File: src/rtl/inv_mix_columns_seq.sv
// Iterative AES InvMixColumns: COLS_PER_CYCLE columns per clock, 4/COLS_PER_CYCLE+1 cycles to out_valid.
// Backpressure: result held in DONE until out_ready; in_ready only in IDLE, so upstream must hold in_valid.
module inv_mix_columns_seq #(
    parameter int COLS_PER_CYCLE = 1
) (
    input  logic         clk,
    input  logic         reset_n,
    input  logic         in_valid,
    output logic         in_ready,
    input  logic [127:0] prevState,
    output logic         out_valid,
    input  logic         out_ready,
    output logic [127:0] nextState,
    output logic         busy
);

    generate
        if (!(COLS_PER_CYCLE == 1 || COLS_PER_CYCLE == 2 || COLS_PER_CYCLE == 4)) begin : g_bad_cols
            $error("inv_mix_columns_seq: COLS_PER_CYCLE must be 1, 2 or 4");
        end
    endgenerate

    typedef enum logic [1:0] {
        IDLE = 2'd0,
        CALC = 2'd1,
        DONE = 2'd2
    } state_t;

    // Step wraps to 0 for COLS_PER_CYCLE=4, leaving the counter parked at 0.
    localparam logic [1:0] CNT_STEP = 2'(COLS_PER_CYCLE);
    localparam logic [1:0] LAST_CNT = 2'(4 - COLS_PER_CYCLE);

    state_t         r_state;
    state_t         w_state_nxt;
    logic [127:0]   r_work;
    logic [127:0]   w_work_calc;
    logic [1:0]     r_cnt;
    logic           w_accept;
    logic           w_last;

    function automatic logic [7:0] xtime(input logic [7:0] a);
        return {a[6:0], 1'b0} ^ (a[7] ? 8'h1B : 8'h00);
    endfunction

    function automatic logic [7:0] gmul(input logic [7:0] a, input logic [3:0] k);
        logic [7:0] x2;
        logic [7:0] x4;
        logic [7:0] x8;
        logic [7:0] res;
        x2 = xtime(a);
        x4 = xtime(x2);
        x8 = xtime(x4);
        case (k)
            4'h9:    res = x8 ^ a;
            4'hB:    res = x8 ^ x2 ^ a;
            4'hD:    res = x8 ^ x4 ^ a;
            default: res = x8 ^ x4 ^ x2;
        endcase
        return res;
    endfunction

    function automatic logic [31:0] inv_col(input logic [31:0] col);
        logic [7:0] a0;
        logic [7:0] a1;
        logic [7:0] a2;
        logic [7:0] a3;
        a0 = col[31:24];
        a1 = col[23:16];
        a2 = col[15:8];
        a3 = col[7:0];
        return {gmul(a0, 4'hE) ^ gmul(a1, 4'hB) ^ gmul(a2, 4'hD) ^ gmul(a3, 4'h9),
                gmul(a0, 4'h9) ^ gmul(a1, 4'hE) ^ gmul(a2, 4'hB) ^ gmul(a3, 4'hD),
                gmul(a0, 4'hD) ^ gmul(a1, 4'h9) ^ gmul(a2, 4'hE) ^ gmul(a3, 4'hB),
                gmul(a0, 4'hB) ^ gmul(a1, 4'hD) ^ gmul(a2, 4'h9) ^ gmul(a3, 4'hE)};
    endfunction

    // Row-major layout: byte s[r][c] sits at index 4r+c counted from the MSB.
    function automatic logic [31:0] get_col(input logic [127:0] s, input logic [1:0] c);
        logic [31:0] col;
        col = '0;
        for (int r = 0; r < 4; r++) begin
            col[31-8*r -: 8] = s[127-8*(4*r+int'(c)) -: 8];
        end
        return col;
    endfunction

    function automatic logic [127:0] set_col(input logic [127:0] s, input logic [1:0] c,
                                             input logic [31:0] col);
        logic [127:0] res;
        res = s;
        for (int r = 0; r < 4; r++) begin
            res[127-8*(4*r+int'(c)) -: 8] = col[31-8*r -: 8];
        end
        return res;
    endfunction

    always_comb begin
        w_work_calc = r_work;
        for (int g = 0; g < COLS_PER_CYCLE; g++) begin
            w_work_calc = set_col(w_work_calc, r_cnt + 2'(g),
                                  inv_col(get_col(r_work, r_cnt + 2'(g))));
        end
    end

    assign w_accept = (r_state == IDLE) && in_valid;
    assign w_last   = (r_cnt == LAST_CNT);

    always_ff @(posedge clk) begin
        if (!reset_n) begin
            r_state <= IDLE;
        end else begin
            r_state <= w_state_nxt;
        end
    end

    always_comb begin
        w_state_nxt = r_state;
        in_ready    = 1'b0;
        out_valid   = 1'b0;
        busy        = 1'b0;
        nextState   = '0;
        case (r_state)
            IDLE: begin
                in_ready = 1'b1;
                if (in_valid) begin
                    w_state_nxt = CALC;
                end
            end
            CALC: begin
                busy = 1'b1;
                if (w_last) begin
                    w_state_nxt = DONE;
                end
            end
            DONE: begin
                out_valid = 1'b1;
                nextState = r_work;
                if (out_ready) begin
                    w_state_nxt = IDLE;
                end
            end
            default: begin
                w_state_nxt = IDLE;
            end
        endcase
    end

    always_ff @(posedge clk) begin
        if (!reset_n) begin
            r_work <= '0;
            r_cnt  <= '0;
        end else if (w_accept) begin
            r_work <= prevState;
            r_cnt  <= '0;
        end else if (r_state == CALC) begin
            r_work <= w_work_calc;
            r_cnt  <= r_cnt + CNT_STEP;
        end
    end

endmodule

File: config.mk
export PLATFORM = sky130hd
export DESIGN_NAME = inv_mix_columns_seq
export DESIGN_NICKNAME = d
export VERILOG_FILES = /design/src/rtl/inv_mix_columns_seq.sv
export SDC_FILE = /design/constraint.sdc
export NUM_CORES = 1
export LEC_CHECK = 0
export BUFFER_PORTS_ARGS = -buffer_cell sky130_fd_sc_hd__buf_2
export CAP_MARGIN = 15
export CORE_MARGIN = 1
export CORE_UTILIZATION = 45
export DETAILED_ROUTE_END_ITERATION = 16
export GPL_ROUTABILITY_DRIVEN = 0
export PLACE_DENSITY_LB_ADDON = 0.3
export SLEW_MARGIN = 15
export SYNTH_ARGS = -nofsm -noshare
export SYNTH_HDL_FRONTEND = slang
export SYNTH_SLANG_ARGS = --single-unit
File: constraint.sdc
create_clock -name clk -period 5.9 [get_ports clk]
set_clock_uncertainty 0.05 [all_clocks]
set_input_delay 0.59 -clock clk [delete_from_list [all_inputs] [get_ports clk]]
set_output_delay 0.59 -clock clk [all_outputs]
set_load 0.05 [all_outputs]
# After elaboration in Yosys (flattened, before gate mapping)
# Index checks and enable logic that the tools add are counted.
[word_totals]
output_inout_bits = 131
inputBits = 132
ramBits = 0
reg_bits = 132
latch_bits = 0
romBits = 0
wordCells = 113
mem_count = 0
[classes]
bitwise = 49
eq_ne = 6
div_mod_pow = 0
mul = 0
n_addsub = 12
n_shift = 12
n_reduce_logical = 5
n_mux = 26
order_cmp = 0
[ops]
columns = ["cell", "n"]
rows = [
  ["$shift 8x33->135 const A", 4],
  ["$shiftx 8x33->135", 4],
  ["$bwmux 128", 4],
  ["$mux 128", 3],
  ["$xor 8x8->8", 37],
  ["$shiftx 135x8->8", 2],
  ["$shiftx 135x9->8", 2],
  ["$xor 8x5->8", 11],
  ["$neg 8->33", 2],
  ["$neg 9->33", 2],
  ["$mux 5", 12],
  ["$sub 7x8->9 const A", 2],
  ["$add 4x2->5 const A", 2],
  ["$sub 7x5->8 const A", 1],
  ["$sub 7x7->8 const A", 1],
  ["$mux 2", 3],
  ["$ne 2x2->1 const B", 3],
  ["$pmux 2 s3", 1],
  ["$add 3x2->4 const A", 1],
  ["$eq 2x2->1 const B", 2],
  ["$mux 1", 3],
  ["$reduce_and 3->1", 1],
  ["$add 2x1->2 const B", 1],
  ["$eq 2x1->1 const B", 1],
  ["5 further kinds", 5],
]

# Longest topological paths before layout
[depth]
depth_word = 21
mapped_depth = 12
ltp_nobuf = 7

# Worst setup path before layout
# OpenSTA, ideal clock, no wires.
[synth_path]
kind = "reg2reg"
start = "register r_cnt[0]"
end = "register r_work[12]"
t_required_ns = 5.781
slack_ns = 2.910
path_stages_with_launch = 10
t_arrival_ns = 2.871
period_less_slack_ns = 2.990
setup_time_ns = 0.069
n_path_buf = 3
cell_sequence = "dfxtp_1 > buf_6 > buf_8 > buf_8 > mux4_2 > xor2_2 > xnor3_1 > xnor2_1 > xor3_1 > o21ai_1"
[synth_via]
elab_chain_cells = 19
word_cells_on_any_way = 89
cone_classes = "add/sub (11); shift (12); mux (18); bitwise (48)"
[synth_rtl]
columns = ["item", "line", "rtl"]
rows = [
  ["from (decl)", "37", "logic [1:0] r_cnt;"],
  ["from (signal assigned)", "157", "r_cnt <= r_cnt + CNT_STEP;"],
  ["$add 3x2->4", "82, 92", ""],
  ["$sub 7x7->8", "82, 92", ""],
  ["$shiftx 135x8->8", "82", "col[31-8*r -: 8] = s[127-8*(4*r+int'(c)) -: 8];"],
  ["$xor 8x5->8 or $mux 5 (tied branches) (2 in a row)", "42", "return {a[6:0], 1'b0} ^ (a[7] ? 8'h1B : 8'h00);"],
  ["$mux 5 or $xor 8x5->8 (tied branches)", "42", ""],
  ["$xor 8x8->8", "42", ""],
  ["$xor 8x8->8 (2 in a row)", "55", "4'hB: res = x8 ^ x2 ^ a;"],
  ["$xor 8x8->8 (3 in a row)", "71", "return {gmul(a0, 4'hE) ^ gmul(a1, 4'hB) ^ gmul(a2, 4'hD) ^ gmul(a3, 4'h9),"],
  ["$shiftx 8x33->135", "92", "res[127-8*(4*r+int'(c)) -: 8] = col[31-8*r -: 8];"],
  ["$bwmux 128 (3 in a row)", "92", ""],
  ["$bwmux 128 (*)", "92", ""],
  ["$mux 128 (*)", "155", "end else if (r_state == CALC) begin"],
  ["$mux 128 (*)", "152", "end else if (w_accept) begin"],
  ["to (signal assigned)", "153", "r_work <= prevState;"],
  ["to (signal assigned)", "156", "r_work <= w_work_calc;"],
  ["to (decl)", "35", "logic [127:0] r_work;"],
]
# Mark *: on every way between the ends. The rest lies on a longest branch, timed or not. The select of a mux whose other input is x is not followed.
# A chain may end at the register's enable or synchronous reset.

# Worst setup path in the final report
[layout_path]
start = "register r_cnt[0]"
end = "register r_work[28]"
# The elaborated chain is that of the path after synthesis.

==> results.json <==
{
  "clkTransAtPathRegs_ns": 0.06,
  "grt_start_max_net_pins": 84,
  "synth_edf_count": 0,
  "cts_made_buffers": 17,
  "drt_iter0_drc": 814,
  "vias": 8263,
  "cts_root_buf": "clkbuf_16",
  "htreeDepth": 4,
  "grt_pass1_vias": 8251,
  "synthCells": 933,
  "grtUsageTotal": 0.291,
  "ys_types": 35,
  "tightest_slew_ns": 1.02,
  "hold_buffers": 0,
  "drt-vias-per-instance": 5.81,
  "drv_cap": 0,
  "post_cts_buffers": 0,
  "slew_viol_final": 0,
  "syn_avg_cell_area_um2": 10.1,
  "cts_tree": "yes",
  "post_cts_resized": 0,
  "period_needed_ns": 3.81,
  "start_util": 0.462,
  "clock.fmax_mhz": 262,
  "p_leak_uw": 0.00524,
  "fp.dieH_um": 147,
  "hold_ws_ns": 0.398,
  "wl_um": 31100,
  "worstSetupStartpointType": "flip-flop",
  "max_stage_delay_ns": 0.71,
  "cts.path.max_buffers": 2,
  "io_pins": 263,
  "arrival_ns": 4.10,
  "setup_viol": 0,
  "path_cells": "buf_4 > mux4_2 > xor2_2 > xnor3_1 > xor2_1 > xor3_1 > o21ai_1",
  "min_path_type": "input pin to flip-flop",
  "drt_pass1_iterations": 8,
  "rsz0062_at_grt": "no",
  "power.density_mw_per_mm2": 763,
  "worstPathRequired_ns": 6.19,
  "nFillCells": 1884,
  "synth_seq_cells": 132,
  "drc_errors": 0,
  "core_area_mm2": 0.0204,
  "relSlewSlack": 0.318,
  "antenna_found_initial": 4,
  "ys_warn_count": 0,
  "ir_drop_mv": 0.547,
  "syn-cell-area_mm2": 0.00941,
  "critPathSlowestCell": "mux4_2",
  "drive_gt1_frac": 0.321,
  "cts.sinks": 132,
  "crit_type": "flip-flop to flip-flop",
  "grt-ovfl-total": 0,
  "crit_path_end_kind": "flip-flop",
  "finalSetupTns_ns": 0,
  "num-nets-final": 1272,
  "critPathMaxFanout": 22,
  "grt_first_pass_wirelength_um": 47500,
  "async_flop_share": 0,
  "period_share": 0.646,
  "portBuffers": 262,
  "wire_per_inst_um": 21.9,
  "die_area_mm2": 0.0215,
  "area_growth_pct": 21.4,
  "dpl.hpwl_um": 22200,
  "insertion_delay_ns": 0.43,
  "outcome": "completed",
  "syn_nets": 1069,
  "antenna_left": 0,
  "yosysSeqAreaShare": 0.281,
  "ys.flop_type": "dfxtp_1",
  "die_x_um": 147,
  "hold_viol": 0,
  "fp-row-count": 52
}
[metal layers]
metal,vias up,share of wire,GRT usage
met5,-,0.00039,0
met2,428,0.48,0.477
met3,54,0.094,0.0806
met4,2,0.023,0.107
met1,4028,0.41,0.364
li1,3751,-,-
[cells by family (layout without fill, tap and decap cells)]
logic type,after synthesis,in the layout,share of synthesized area
compound gates,219,219,0.177
other cells,0,3,0
buf+inv,97,313,0.0505
xor+xnor,171,171,0.251
fa+ha+maj,4,4,0.00532
flops,132,132,0.281
simple gates,278,278,0.159
mux,32,32,0.0770
[final timing paths]
check / end / cells after the start / startpoint / slack, ns
setup / recovery: r_work[28]$_SDFFE_PN0P_ / 7 / r_cnt[0]$_SDFFE_PP0P_ / 2.09
hold / removal: r_work[103]$_SDFFE_PN0P_ / 3 / prevState[103] / 0.40
setup reg to reg: r_work[28]$_SDFFE_PN0P_ / 7 / r_cnt[0]$_SDFFE_PP0P_ / 2.09
hold reg to reg: r_work[120]$_SDFFE_PN0P_ / 2 / r_work[120]$_SDFFE_PN0P_ / 0.51
[synthesized netlist by cell type, types with 6 or more instances]
| cell type | count | area share |
|---|---|---|
| a222oi_1 | 44 | 0.047 |
| a22o_1 | 88 | 0.082 |
| and2_1 | 129 | 0.086 |
| buf_2 | 8 | 0.0043 |
| clkbuf_1 | 67 | 0.027 |
| dfxtp_1 | 132 | 0.28 |
| inv_1 | 7 | 0.0028 |
| mux4_2 | 31 | 0.074 |
| nand2_1 | 90 | 0.036 |
| nor2_1 | 6 | 0.0024 |
| nor2b_1 | 46 | 0.031 |
| o21ai_0 | 47 | 0.025 |
| o21ai_1 | 33 | 0.018 |
| xnor2_1 | 84 | 0.078 |
| xnor2_2 | 9 | 0.016 |
| xnor3_1 | 37 | 0.089 |
| xnor3_2 | 7 | 0.018 |
| xor2_1 | 22 | 0.020 |
[worst max-delay path, delay by kind of cell, from the launching register on]
family / cells / cell delay, ns
XOR/XNOR: 4 / 1.80
multiplexers: 1 / 0.71
buffers and inverters: 1 / 0.43
AO/OA/AOI/OAI: 1 / 0.15
flip-flops: 1 / 0.56
[stage by stage]
step           area [um2]  cells  power, uW  setup slack [ns]   util
4_1_cts             11400   1418       8660              2.08  0.560
5_1_grt             11400   1421       9100              1.87  0.561
2_1_floorplan        9410    933       5860              2.91      -
3_5_place_dp        10700   1386       7390              2.10  0.526
3_3_place_gp        10700   1386       7320              2.17  0.526
6_report            11400   1422       8720              2.09  0.561
[sequential cells by signal (all words and copies together), names as in the netlist]
| signal | count |
|---|---|
| r_cnt | 2 |
| r_state | 2 |
| r_work | 128 |
[area by class of cell]
| class | instances | area [um2] | share of cell area |
|---|---|---|---|
| multi-input combinational | 704 | 6320 | 0.553 |
| sequential | 132 | 2650 | 0.231 |
| timing repair buffer | 274 | 1420 | 0.124 |
| clock buffer | 19 | 453 | 0.0396 |
| tap | 270 | 338 | 0.0296 |
| clock inverter | 13 | 229 | 0.0200 |
| inverter | 7 | 26.3 | 0.00230 |
| antenna | 3 | 7.51 | 0.000657 |
[layout by cell type, fill, tap and decap left out, types with 4 or more instances in the layout]
master	Yosys	layout
clkbuf_16	0	17
bufinv_16	0	6
mux4_2	31	31
ha_1	4	4
nor2b_1	46	45
nand2_1	90	90
a22o_1	88	88
buf_4	5	12
inv_1	7	7
xnor3_2	7	7
xnor2_4	5	5
xnor2_2	9	9
dfxtp_1	132	130
xnor2_1	84	84
o21ai_0	47	47
a222oi_1	44	44
buf_2	8	261
xor2_1	22	22
a21o_1	4	4
and2_1	129	128
xnor3_1	37	37
nor2_1	6	6
o21ai_1	33	33
[power by group]
group	switching, uW	internal (uW)
combinational	3560	2790
clock	417	814
sequential	115	1020
Note: power is estimated with default switching activity, not from simulation.
